## config.mk

```make
export PLATFORM = sky130hd
export DESIGN_NAME = prog_clk_div
export DESIGN_NICKNAME = d
export VERILOG_FILES = /design/src/rtl/prog_clk_div_pkg.sv /design/src/rtl/prog_clk_div_cfg_shadow.sv /design/src/rtl/prog_clk_div.sv
export SDC_FILE = /design/constraint.sdc
export NUM_CORES = 1
export LEC_CHECK = 0
export CAP_MARGIN = 20
export CORE_MARGIN = 3
export CORE_UTILIZATION = 45
export DETAILED_ROUTE_END_ITERATION = 10
export PLACE_DENSITY_LB_ADDON = 0.12
export SLEW_MARGIN = 10
export SYNTH_ARGS = -nofsm -noshare
export SYNTH_HDL_FRONTEND = slang
export SYNTH_SLANG_ARGS = --single-unit
```

## constraint.sdc

```tcl
create_clock -name clk_i -period 4.1 [get_ports clk_i]
set_input_delay 0.82 -clock clk_i [delete_from_list [all_inputs] [get_ports clk_i]]
set_output_delay 0.82 -clock clk_i [all_outputs]
set_load 0.1 [all_outputs]
```

## src/rtl/prog_clk_div_pkg.sv

```systemverilog
// Shared definitions for the programmable clock divider: FSM state
// encodings and the configuration validity rule used when a new
// divisor/high-time pair is accepted.
package prog_clk_div_pkg;

  typedef enum logic [1:0] {
    ST_IDLE = 2'd0,
    ST_RUN  = 2'd1,
    ST_STOP = 2'd2
  } state_e;

  // A period needs at least two cycles and must contain both a high and a low phase.
  // Callers zero-extend their W-bit fields to 32 bits, so all comparisons are unsigned.
  function automatic logic cfg_is_valid(input logic [31:0] div, input logic [31:0] high);
    return (div >= 32'd2) && (high >= 32'd1) && (high <= div - 32'd1);
  endfunction

endpackage

```

## src/rtl/prog_clk_div_cfg_shadow.sv

```systemverilog
// Configuration shadow for prog_clk_div: valid/ready intake, validation,
// one-cycle error pulse and the pending divisor/high-time registers.
// The slot frees up only when the top module strobes apply_i.
module div_cfg_shadow
  import prog_clk_div_pkg::*;
#(
  parameter int W = 16
) (
  input  logic         clk_i,
  input  logic         rst_i,
  input  logic         cfg_valid_i,
  input  logic [W-1:0] cfg_div_i,
  input  logic [W-1:0] cfg_high_i,
  input  logic         apply_i,
  output logic         cfg_ready_o,
  output logic         cfg_err_o,
  output logic         pend_o,
  output logic [W-1:0] pend_div_o,
  output logic [W-1:0] pend_high_o
);

  logic         pend_d, pend_q;
  logic [W-1:0] pend_div_d, pend_div_q;
  logic [W-1:0] pend_high_d, pend_high_q;
  logic         err_d, err_q;
  logic         xfer;
  logic         ok;

  assign cfg_ready_o = !pend_q;
  assign xfer        = cfg_valid_i && !pend_q;
  assign ok          = cfg_is_valid(32'(cfg_div_i), 32'(cfg_high_i));

  // Capture a valid offer into the shadow slot; flag and drop an invalid one.
  // apply_i is only raised while pend_q is set, so it never races a transfer.
  always_comb begin
    pend_d      = pend_q;
    pend_div_d  = pend_div_q;
    pend_high_d = pend_high_q;
    err_d       = 1'b0;
    if (apply_i) begin
      pend_d = 1'b0;
    end else if (xfer) begin
      if (ok) begin
        pend_d      = 1'b1;
        pend_div_d  = cfg_div_i;
        pend_high_d = cfg_high_i;
      end else begin
        err_d = 1'b1;
      end
    end
  end

  // Shadow and error-pulse registers.
  always_ff @(posedge clk_i or posedge rst_i) begin
    if (rst_i) begin
      pend_q      <= 1'b0;
      pend_div_q  <= '0;
      pend_high_q <= '0;
      err_q       <= 1'b0;
    end else begin
      pend_q      <= pend_d;
      pend_div_q  <= pend_div_d;
      pend_high_q <= pend_high_d;
      err_q       <= err_d;
    end
  end

  assign cfg_err_o   = err_q;
  assign pend_o      = pend_q;
  assign pend_div_o  = pend_div_q;
  assign pend_high_o = pend_high_q;

endmodule

```

## src/rtl/prog_clk_div.sv

```systemverilog
// Runtime-programmable clock divider with registered clock output, period
// strobe and glitch-free reconfiguration applied only at period boundaries.
// Stopping always finishes the period in progress.
module prog_clk_div
  import prog_clk_div_pkg::*;
#(
  parameter int W            = 16,
  parameter int DEFAULT_DIV  = 5,
  parameter int DEFAULT_HIGH = 2
) (
  input  logic         clk_i,
  input  logic         rst_i,
  input  logic         en_i,
  input  logic         cfg_valid_i,
  output logic         cfg_ready_o,
  input  logic [W-1:0] cfg_div_i,
  input  logic [W-1:0] cfg_high_i,
  output logic         cfg_err_o,
  output logic         clk_o,
  output logic         tick_o,
  output logic         running_o
);

  if (W < 2) begin : g_bad_w
    $fatal(1, "prog_clk_div: W must be at least 2");
  end
  if (DEFAULT_DIV < 2 || DEFAULT_DIV > (1 << W) - 1) begin : g_bad_div
    $fatal(1, "prog_clk_div: DEFAULT_DIV out of range");
  end
  if (DEFAULT_HIGH < 1 || DEFAULT_HIGH > DEFAULT_DIV - 1) begin : g_bad_high
    $fatal(1, "prog_clk_div: DEFAULT_HIGH out of range");
  end

  state_e       state_d, state_q;
  logic [W-1:0] cnt_d, cnt_q;
  logic [W-1:0] div_d, div_q;
  logic [W-1:0] high_d, high_q;
  logic         clk_d, clk_q;
  logic         tick_d, tick_q;

  logic         pend;
  logic [W-1:0] pend_div, pend_high;
  logic         apply;
  logic         last;
  logic [W-1:0] cnt_nxt;

  div_cfg_shadow #(.W(W)) u_shadow (
    .clk_i       (clk_i),
    .rst_i       (rst_i),
    .cfg_valid_i (cfg_valid_i),
    .cfg_div_i   (cfg_div_i),
    .cfg_high_i  (cfg_high_i),
    .apply_i     (apply),
    .cfg_ready_o (cfg_ready_o),
    .cfg_err_o   (cfg_err_o),
    .pend_o      (pend),
    .pend_div_o  (pend_div),
    .pend_high_o (pend_high)
  );

  assign last    = (cnt_q == div_q - W'(1));
  assign cnt_nxt = last ? '0 : cnt_q + W'(1);
  // Boundaries: every wrap (which includes the stop edge) and any idle cycle.
  assign apply   = pend && ((state_q == ST_IDLE) || last);

  // Next-state, counter and output-register logic for the divider FSM.
  always_comb begin
    state_d = state_q;
    cnt_d   = cnt_nxt;
    clk_d   = (cnt_nxt < high_q);
    tick_d  = (cnt_nxt == '0);
    div_d   = apply ? pend_div  : div_q;
    high_d  = apply ? pend_high : high_q;
    unique case (state_q)
      ST_IDLE: begin
        cnt_d  = '0;
        clk_d  = en_i;
        tick_d = en_i;
        if (en_i) state_d = ST_RUN;
      end
      ST_RUN: begin
        if (!en_i) state_d = ST_STOP;
      end
      ST_STOP: begin
        if (en_i) begin
          state_d = ST_RUN;
        end else if (last) begin
          state_d = ST_IDLE;
          cnt_d   = '0;
          clk_d   = 1'b0;
          tick_d  = 1'b0;
        end
      end
      default: begin
        state_d = ST_IDLE;
        cnt_d   = '0;
        clk_d   = 1'b0;
        tick_d  = 1'b0;
      end
    endcase
  end

  // Divider state, active configuration and registered outputs.
  always_ff @(posedge clk_i or posedge rst_i) begin
    if (rst_i) begin
      state_q <= ST_IDLE;
      cnt_q   <= '0;
      div_q   <= W'(DEFAULT_DIV);
      high_q  <= W'(DEFAULT_HIGH);
      clk_q   <= 1'b0;
      tick_q  <= 1'b0;
    end else begin
      state_q <= state_d;
      cnt_q   <= cnt_d;
      div_q   <= div_d;
      high_q  <= high_d;
      clk_q   <= clk_d;
      tick_q  <= tick_d;
    end
  end

  assign clk_o     = clk_q;
  assign tick_o    = tick_q;
  assign running_o = (state_q != ST_IDLE);

endmodule

```

==> results of run 1 <==
[cells in the final DEF, fill, tap and decap left out, drive strengths merged, types with 16 or more instances in the layout]
cell            n
clkdlybuf4s50  28
xnor2          30
xor2           19
inv            32
dfrtp          83
ha             39
nor2           45
buf            48
nor3           26
a21oi          16
mux2           64
[repair_timing]
action / in CTS / in global routing
endpoints found under the setup margin: 33 / 33
endpoints found under the hold margin: 0 / 0
buffers inserted: 1 / 6
pin swaps: 2 / 22
resized for setup: 3 / 51
cloned: 0 / 3
[final cells by class]
cell class              instances  share of cell area [%]
multi-input cells             368                   47.05
flip-flops and latches         86                   31.55
repair buffers                 90                   12.60
clock buffers                  12                   3.607
well taps                     143                   2.618
inverters                      32                   1.776
clock inverters                 4                  0.8056
[state kept, by name, summed over array words and instances, names as in the netlist]
signal                count
clk_o                     1
cnt_q                    16
div_q                    16
high_q                   16
state_q                   2
tick_o                    1
u_shadow.cfg_err_o        1
u_shadow.pend_div_o      16
u_shadow.pend_high_o     16
u_shadow.pend_o           1
[logic make-up (layout without fill, tap and decap cells)]
logic type / after synthesis / count (layout) / share of synthesized area [%]
buffers and inverters: 53 / 138 / 4.272
AOI/OAI and AO/OA: 62 / 62 / 8.242
DFF: 86 / 86 / 40.00
muxes: 66 / 66 / 15.83
xor gates and xnor gates: 49 / 49 / 7.964
adders and majority gates: 39 / 39 / 9.055
and+or+nand+nor: 152 / 152 / 14.63
[report_power, final]
part / internal, W / leakage [nW] / total [W] / switching, W
combinational: 0.000976 / 1.99 / 0.00187 / 0.000890
sequential: 0.00122 / 1.05 / 0.00153 / 0.000305
clock: 0.000493 / 0.143 / 0.000832 / 0.000339
[critical path: stages (launching register included)]
cell	delay, ns
dfstp_2	0.37
buf_4	0.14
nor2_1	0.17
and3_1	0.22
nor4b_1	0.24
a31oi_1	0.08
or4_1	0.59
a2111oi_4	0.28
buf_4	0.19
nor2_1	0.08
ha_1	0.33
a21o_1	0.18
a21oi_2	0.13
nor2b_1	0.05
o21ai_1	0.12
a21oi_1	0.09
o41ai_2	0.37
o41ai_2	0.14
a21oi_1	0.16
[worst min-delay path by stage]
| stage | start | to |
|---|---|---|
| finish | u_shadow.pend_high_o[0] | u_shadow.pend_high_o[0] |
| global placement | u_shadow.pend_high_o[0] | u_shadow.pend_high_o[0] |
| global route | u_shadow.pend_div_o[13] | div_q[13] |
| detailed placement | u_shadow.pend_high_o[0] | u_shadow.pend_high_o[0] |
| CTS | u_shadow.pend_high_o[0] | u_shadow.pend_high_o[0] |
| floorplan | u_shadow.pend_high_o[0] | u_shadow.pend_high_o[0] |
[per-stage QoR]
stage	total power, W	worst slack (ns)
after floorplan	0.002809	0.04862
after global placement	0.003224	-0.3117
after detailed placement	0.003295	-0.4185
after CTS	0.004154	0.003590
after global routing	0.004506	-0.1526
final	0.004228	0.09647
[routing by layer]
metal / global-route usage [%] / up-vias / wire length, um
met3: 2.298 / 29 / 405
met1: 27.04 / 2029 / 5941
met5: 0 / - / 0
met4: 10.95 / 0 / 540
met2: 32.87 / 97 / 6453
li1: - / 1990 / -
==> flow_metrics.py, run 1 <==
metrics = {
    "run_status": {
        "status": "finished, final reports clean",
    },
    "layout": {
        "fin_util_pct": 59.09,
        "stdcell_count": 735,
        "drive_above_1_share_pct": 28.04,
        "fin_area_mm2": 0.006834,
        "num_antenna_cells": 0,
        "multi_input_area_mm2": 0.003216,
        "synthToLayoutAreaGrowth_pct": 26.82,
        "n_fill_cell": 985,
        "seq_area_mm2": 0.002156,
        "final_nets": 662,
    },
    "cts": {
        "clockBufferDepth": 2,
        "clock_latency_ns": 0.34,
        "clock-root-buffer": "clkbuf_16",
        "cts_tree": "done",
        "clk_pin_slew_ns": 0.06,
        "cts_buffers": 9,
        "cts_hold_buffers": 0,
        "cts.sinks": 86,
        "htreeDepth": 3,
    },
    "floorplan": {
        "coreArea_mm2": 0.01156,
        "rows": 39,
        "dieHeight_um": 115.4,
        "die_area_mm2": 0.01332,
        "floorplan.initialDensity_pct": 46.60,
        "die_w_um": 115.4,
        "io_pins": 41,
    },
    "pwr": {
        "leakage_nw": 3.181,
        "power_density_mw_per_mm2": 618.7,
        "ir_drop_mv": 0.2488,
    },
    "timing": {
        "max_freq_mhz": 249.8,
        "max_slew_margin_pct": 35.55,
        "timing.final.crit_share_pct": 97.65,
        "setup_viol": 0,
        "rsz0062_at_grt": "yes",
        "final.setup.tns_ns": 0,
        "min_period_ns": 4.004,
        "tightest_slew_ns": 0.9637,
        "drv_slew": 0,
        "fin_skew_ns": 0.005586,
        "holdWs_ns": 0.5026,
        "hold_viol": 0,
    },
    "min_path": {
        "worstHoldPathCells": 1,
        "holdCritPathClass": "flip-flop to flip-flop",
    },
    "worst_setup_path": {
        "worstSetupEndpointType": "flip-flop",
        "r2r_end": "clk_o",
        "worstReg2RegStart": "div_q[0]",
        "cp.required_ns": 4.35,
        "worstSetupEndpoint": "clk_o",
        "worstSetupPathType": "flip-flop to flip-flop",
        "cp_max_fo": 5,
        "start_kind": "flip-flop",
        "r2r_slack_ns": 0.1,
        "crit_arrival_ns": 4.25,
        "worstSetupStartpoint": "div_q[0]",
        "rr_worst_depth": 18,
    },
    "logic_synthesis": {
        "ys_seq_area_share_pct": 40.00,
        "yosys-top-cells-count": "83 x dfrtp_1, 45 x nor2_1, 39 x ha_1",
        "synth_cells": 507,
        "syn-num-nets": 582,
        "synth_area_per_cell_um2": 10.63,
        "synth-seq-cells": 86,
        "synth_edf_count": 0,
        "async_reset_ff_share_pct": 100.0,
        "netlist_area_mm2": 0.005389,
        "ys.flop_type": "dfrtp_1",
        "yosysMostFrequentCell": "dfrtp_1",
        "yosys.cell_types.count": 51,
        "yosys.area.top_type": "dfrtp_1",
        "synth_warnings": 0,
        "synthTopCellsByArea": "dfrtp_1 39%, ha_1 9.1%, mux2_4 8.4%, mux2_2 6.5%, xnor2_1 4.9%",
        "synth_top_area_share_pct": 38.54,
    },
    "route": {
        "final_antenna_net_count": 0,
        "wl_per_cell_um": 18.15,
        "vias_per_cell": 5.639,
        "drt-total-wl_um": 13340,
        "drt_iter0_drc": 149,
        "route.detailed.drc": 0,
        "vias": 4145,
        "dr.pass1.iters": 4,
    },
    "placed_design": {
        "gp_congestion": 0.8738,
        "placed_area_mm2": 0.006185,
        "portBuffers": 40,
        "placed_cells": 709,
        "dpl.hpwl_um": 10060,
    },
    "global_route": {
        "grt_overflow": 0,
        "grt_pass1_wl_um": 21140,
        "grt_usage_pct": 20.40,
        "grt_pass1_vias": 4168,
        "grt_max_degree": 34,
        "antenna_found_initial": 0,
    },
    "run": {
        "cap_violations": 0,
    },
}
(Power assumes the default switching activity.)
==> inputs of run 2 (changes only) <==
--- a/config.mk
+++ b/config.mk
@@ -6,8 +6,7 @@
 export NUM_CORES = 1
 export LEC_CHECK = 0
 export CAP_MARGIN = 20
-export CORE_MARGIN = 3
-export CORE_UTILIZATION = 45
+export CORE_UTILIZATION = 40
 export DETAILED_ROUTE_END_ITERATION = 10
 export PLACE_DENSITY_LB_ADDON = 0.12
 export SLEW_MARGIN = 10
==> run 2 against run 1 <==
Against the previous run: final area decreased by 0.46%; sequential share of layout area increased by 0.15 points; count of clock-buffer cells in the layout decreased by 1; register-to-register slack improved by 0.03 ns; combinational power about the same; via count decreased by 2.1%; sequential power about the same.
==> flow_metrics.py, run 2 (synthesized netlist as in run 1, its figures left out) <==
metrics = {
    "worst_setup_path": {
        "crit_arrival_ns": 4.23,
        "cp_max_fo": 5,
        "start_kind": "flip-flop",
        "worstSetupEndpointType": "flip-flop",
        "worstSetupPathType": "flip-flop to flip-flop",
        "cp.required_ns": 4.36,
    },
    "route": {
        "wl_met1_um": 6062,
        "dr.pass1.iters": 6,
        "wl_per_cell_um": 17.16,
        "route.detailed.drc": 0,
        "drt-total-wl_um": 13180,
        "top_layer": "met4",
        "vias": 4056,
        "wl_met3_um": 349,
        "drt_iter0_drc": 156,
        "wl_met2_um": 6379,
        "vias_per_cell": 5.281,
        "final_antenna_net_count": 0,
    },
    "global_route": {
        "antenna_found_initial": 0,
        "grt_usage_pct": 19.58,
        "grt_overflow": 0,
        "grt_max_degree": 48,
        "grt_pass1_vias": 4048,
        "grt_pass1_wl_um": 20870,
    },
    "layout": {
        "stdcell_count": 768,
        "layout_commonest_cell": "dfrtp_1",
        "fin_area_mm2": 0.006803,
        "num_antenna_cells": 0,
        "final_nets": 662,
        "drive_above_1_share_pct": 27.70,
        "layout_common_cells": "83 x dfrtp_1, 44 x buf_4, 38 x nor2_1",
        "synthToLayoutAreaGrowth_pct": 26.24,
    },
    "timing": {
        "rsz0062_at_grt": "yes",
        "max_freq_mhz": 251.9,
        "tightest_slew_ns": 0.9625,
        "hold_viol": 0,
        "setup_viol": 0,
        "final.setup.tns_ns": 0,
        "drv_slew": 0,
        "timing.final.crit_share_pct": 96.82,
        "min_period_ns": 3.970,
        "max_slew_margin_pct": 35.63,
        "fin_skew_ns": 0.006462,
        "final.setup.worst_slack_ns": 0.1305,
    },
    "cts": {
        "clockBufferDepth": 2,
        "htreeDepth": 3,
        "cts.sinks": 86,
        "clk_pin_slew_ns": 0.06,
        "cts_buffers": 9,
        "clock_latency_ns": 0.35,
        "cts_tree": "done",
        "clock-root-buffer": "clkbuf_16",
    },
    "pwr": {
        "leakage_nw": 3.134,
        "power_density_mw_per_mm2": 605.3,
        "ir_drop_mv": 0.2455,
        "p_total_w": 0.004117,
    },
    "floorplan": {
        "io_pins": 41,
        "die_area_mm2": 0.01394,
        "floorplan.initialDensity_pct": 40.86,
        "die_w_um": 118.1,
        "rows": 42,
        "dieHeight_um": 118.1,
        "coreArea_mm2": 0.01319,
    },
    "placed_design": {
        "portBuffers": 40,
        "dpl.hpwl_um": 10130,
        "placed_cells": 743,
        "gp_congestion": 0.8836,
        "placed_area_mm2": 0.006233,
        "pre_cts_slack_ns": -0.4717,
    },
    "min_path": {
        "holdCritPathClass": "flip-flop to flip-flop",
    },
    "run": {
        "cap_violations": 0,
    },
    "run_status": {
        "status": "finished, final reports clean",
    },
}
[run 2: layout make-up]
type	count	area [um^2]
Clock buffer	11	232.7
Fill cell	1194	6387
Inverter	32	121.4
Clock inverter	5	36.28
Multi-Input combinational cell	368	3168
Tap cell	176	220.2
Timing Repair Buffer	90	868.3
Sequential cell	86	2156
[run 2: final timing paths]
path	slack [ns]	cells after the start	start	end
setup / recovery	0.13	17	div_q[1]	clk_o
hold / removal	0.49	1	u_shadow.pend_high_o[1]	u_shadow.pend_high_o[1]
setup reg to reg	0.13	17	div_q[1]	clk_o
hold reg to reg	0.49	1	u_shadow.pend_high_o[1]	u_shadow.pend_high_o[1]
max in group asynchronous	2.33	3	rst_i	div_q[0]
min in group asynchronous	0.92	2	rst_i	high_q[11]
[run 2: stage by stage]
stage	hold slack, ns	utilization [%]
floorplan	0.4541	-
global placement	0.4741	47.26
detailed placement	0.4819	47.26
CTS	0.4958	49.59
global route	0.5137	51.57
finish	0.4916	51.57
[run 2: power by group]
part	switching, W	internal (W)	total, W
Clock	0.000338	0.000410	0.000749
Sequential	0.000277	0.00123	0.00150
Combinational	0.000901	0.000966	0.00187
[run 2: layer usage]
metal,vias up,GRT usage [%]
met5,-,0
met4,0,9.615
met3,23,3.343
met2,72,31.07
met1,1967,25.80
li1,1994,-
[run 2: what timing repair did]
item | in CTS | in global routing
hold endpoints to repair | 0 | 0
endpoints found under the setup margin | 33 | 33
pin swaps | 3 | 26
gates resized for setup | 6 | 44
cloned | 0 | 3
buffers inserted | 1 | 5
hold buffers | 0 | 0
[run 2: critical path, cell delays in order (launching register included)]
cell,delay (ns)
dfrtp_1,0.38
inv_1,0.06
ha_2,0.17
or4b_4,0.49
o41ai_4,0.36
o21ai_1,0.13
a2111o_1,0.40
a2111oi_4,0.19
buf_4,0.20
nor2_2,0.06
ha_1,0.31
a21o_1,0.18
a21o_1,0.16
a21oi_2,0.11
nor3_1,0.06
o41ai_2,0.33
o41ai_1,0.13
a21oi_1,0.17
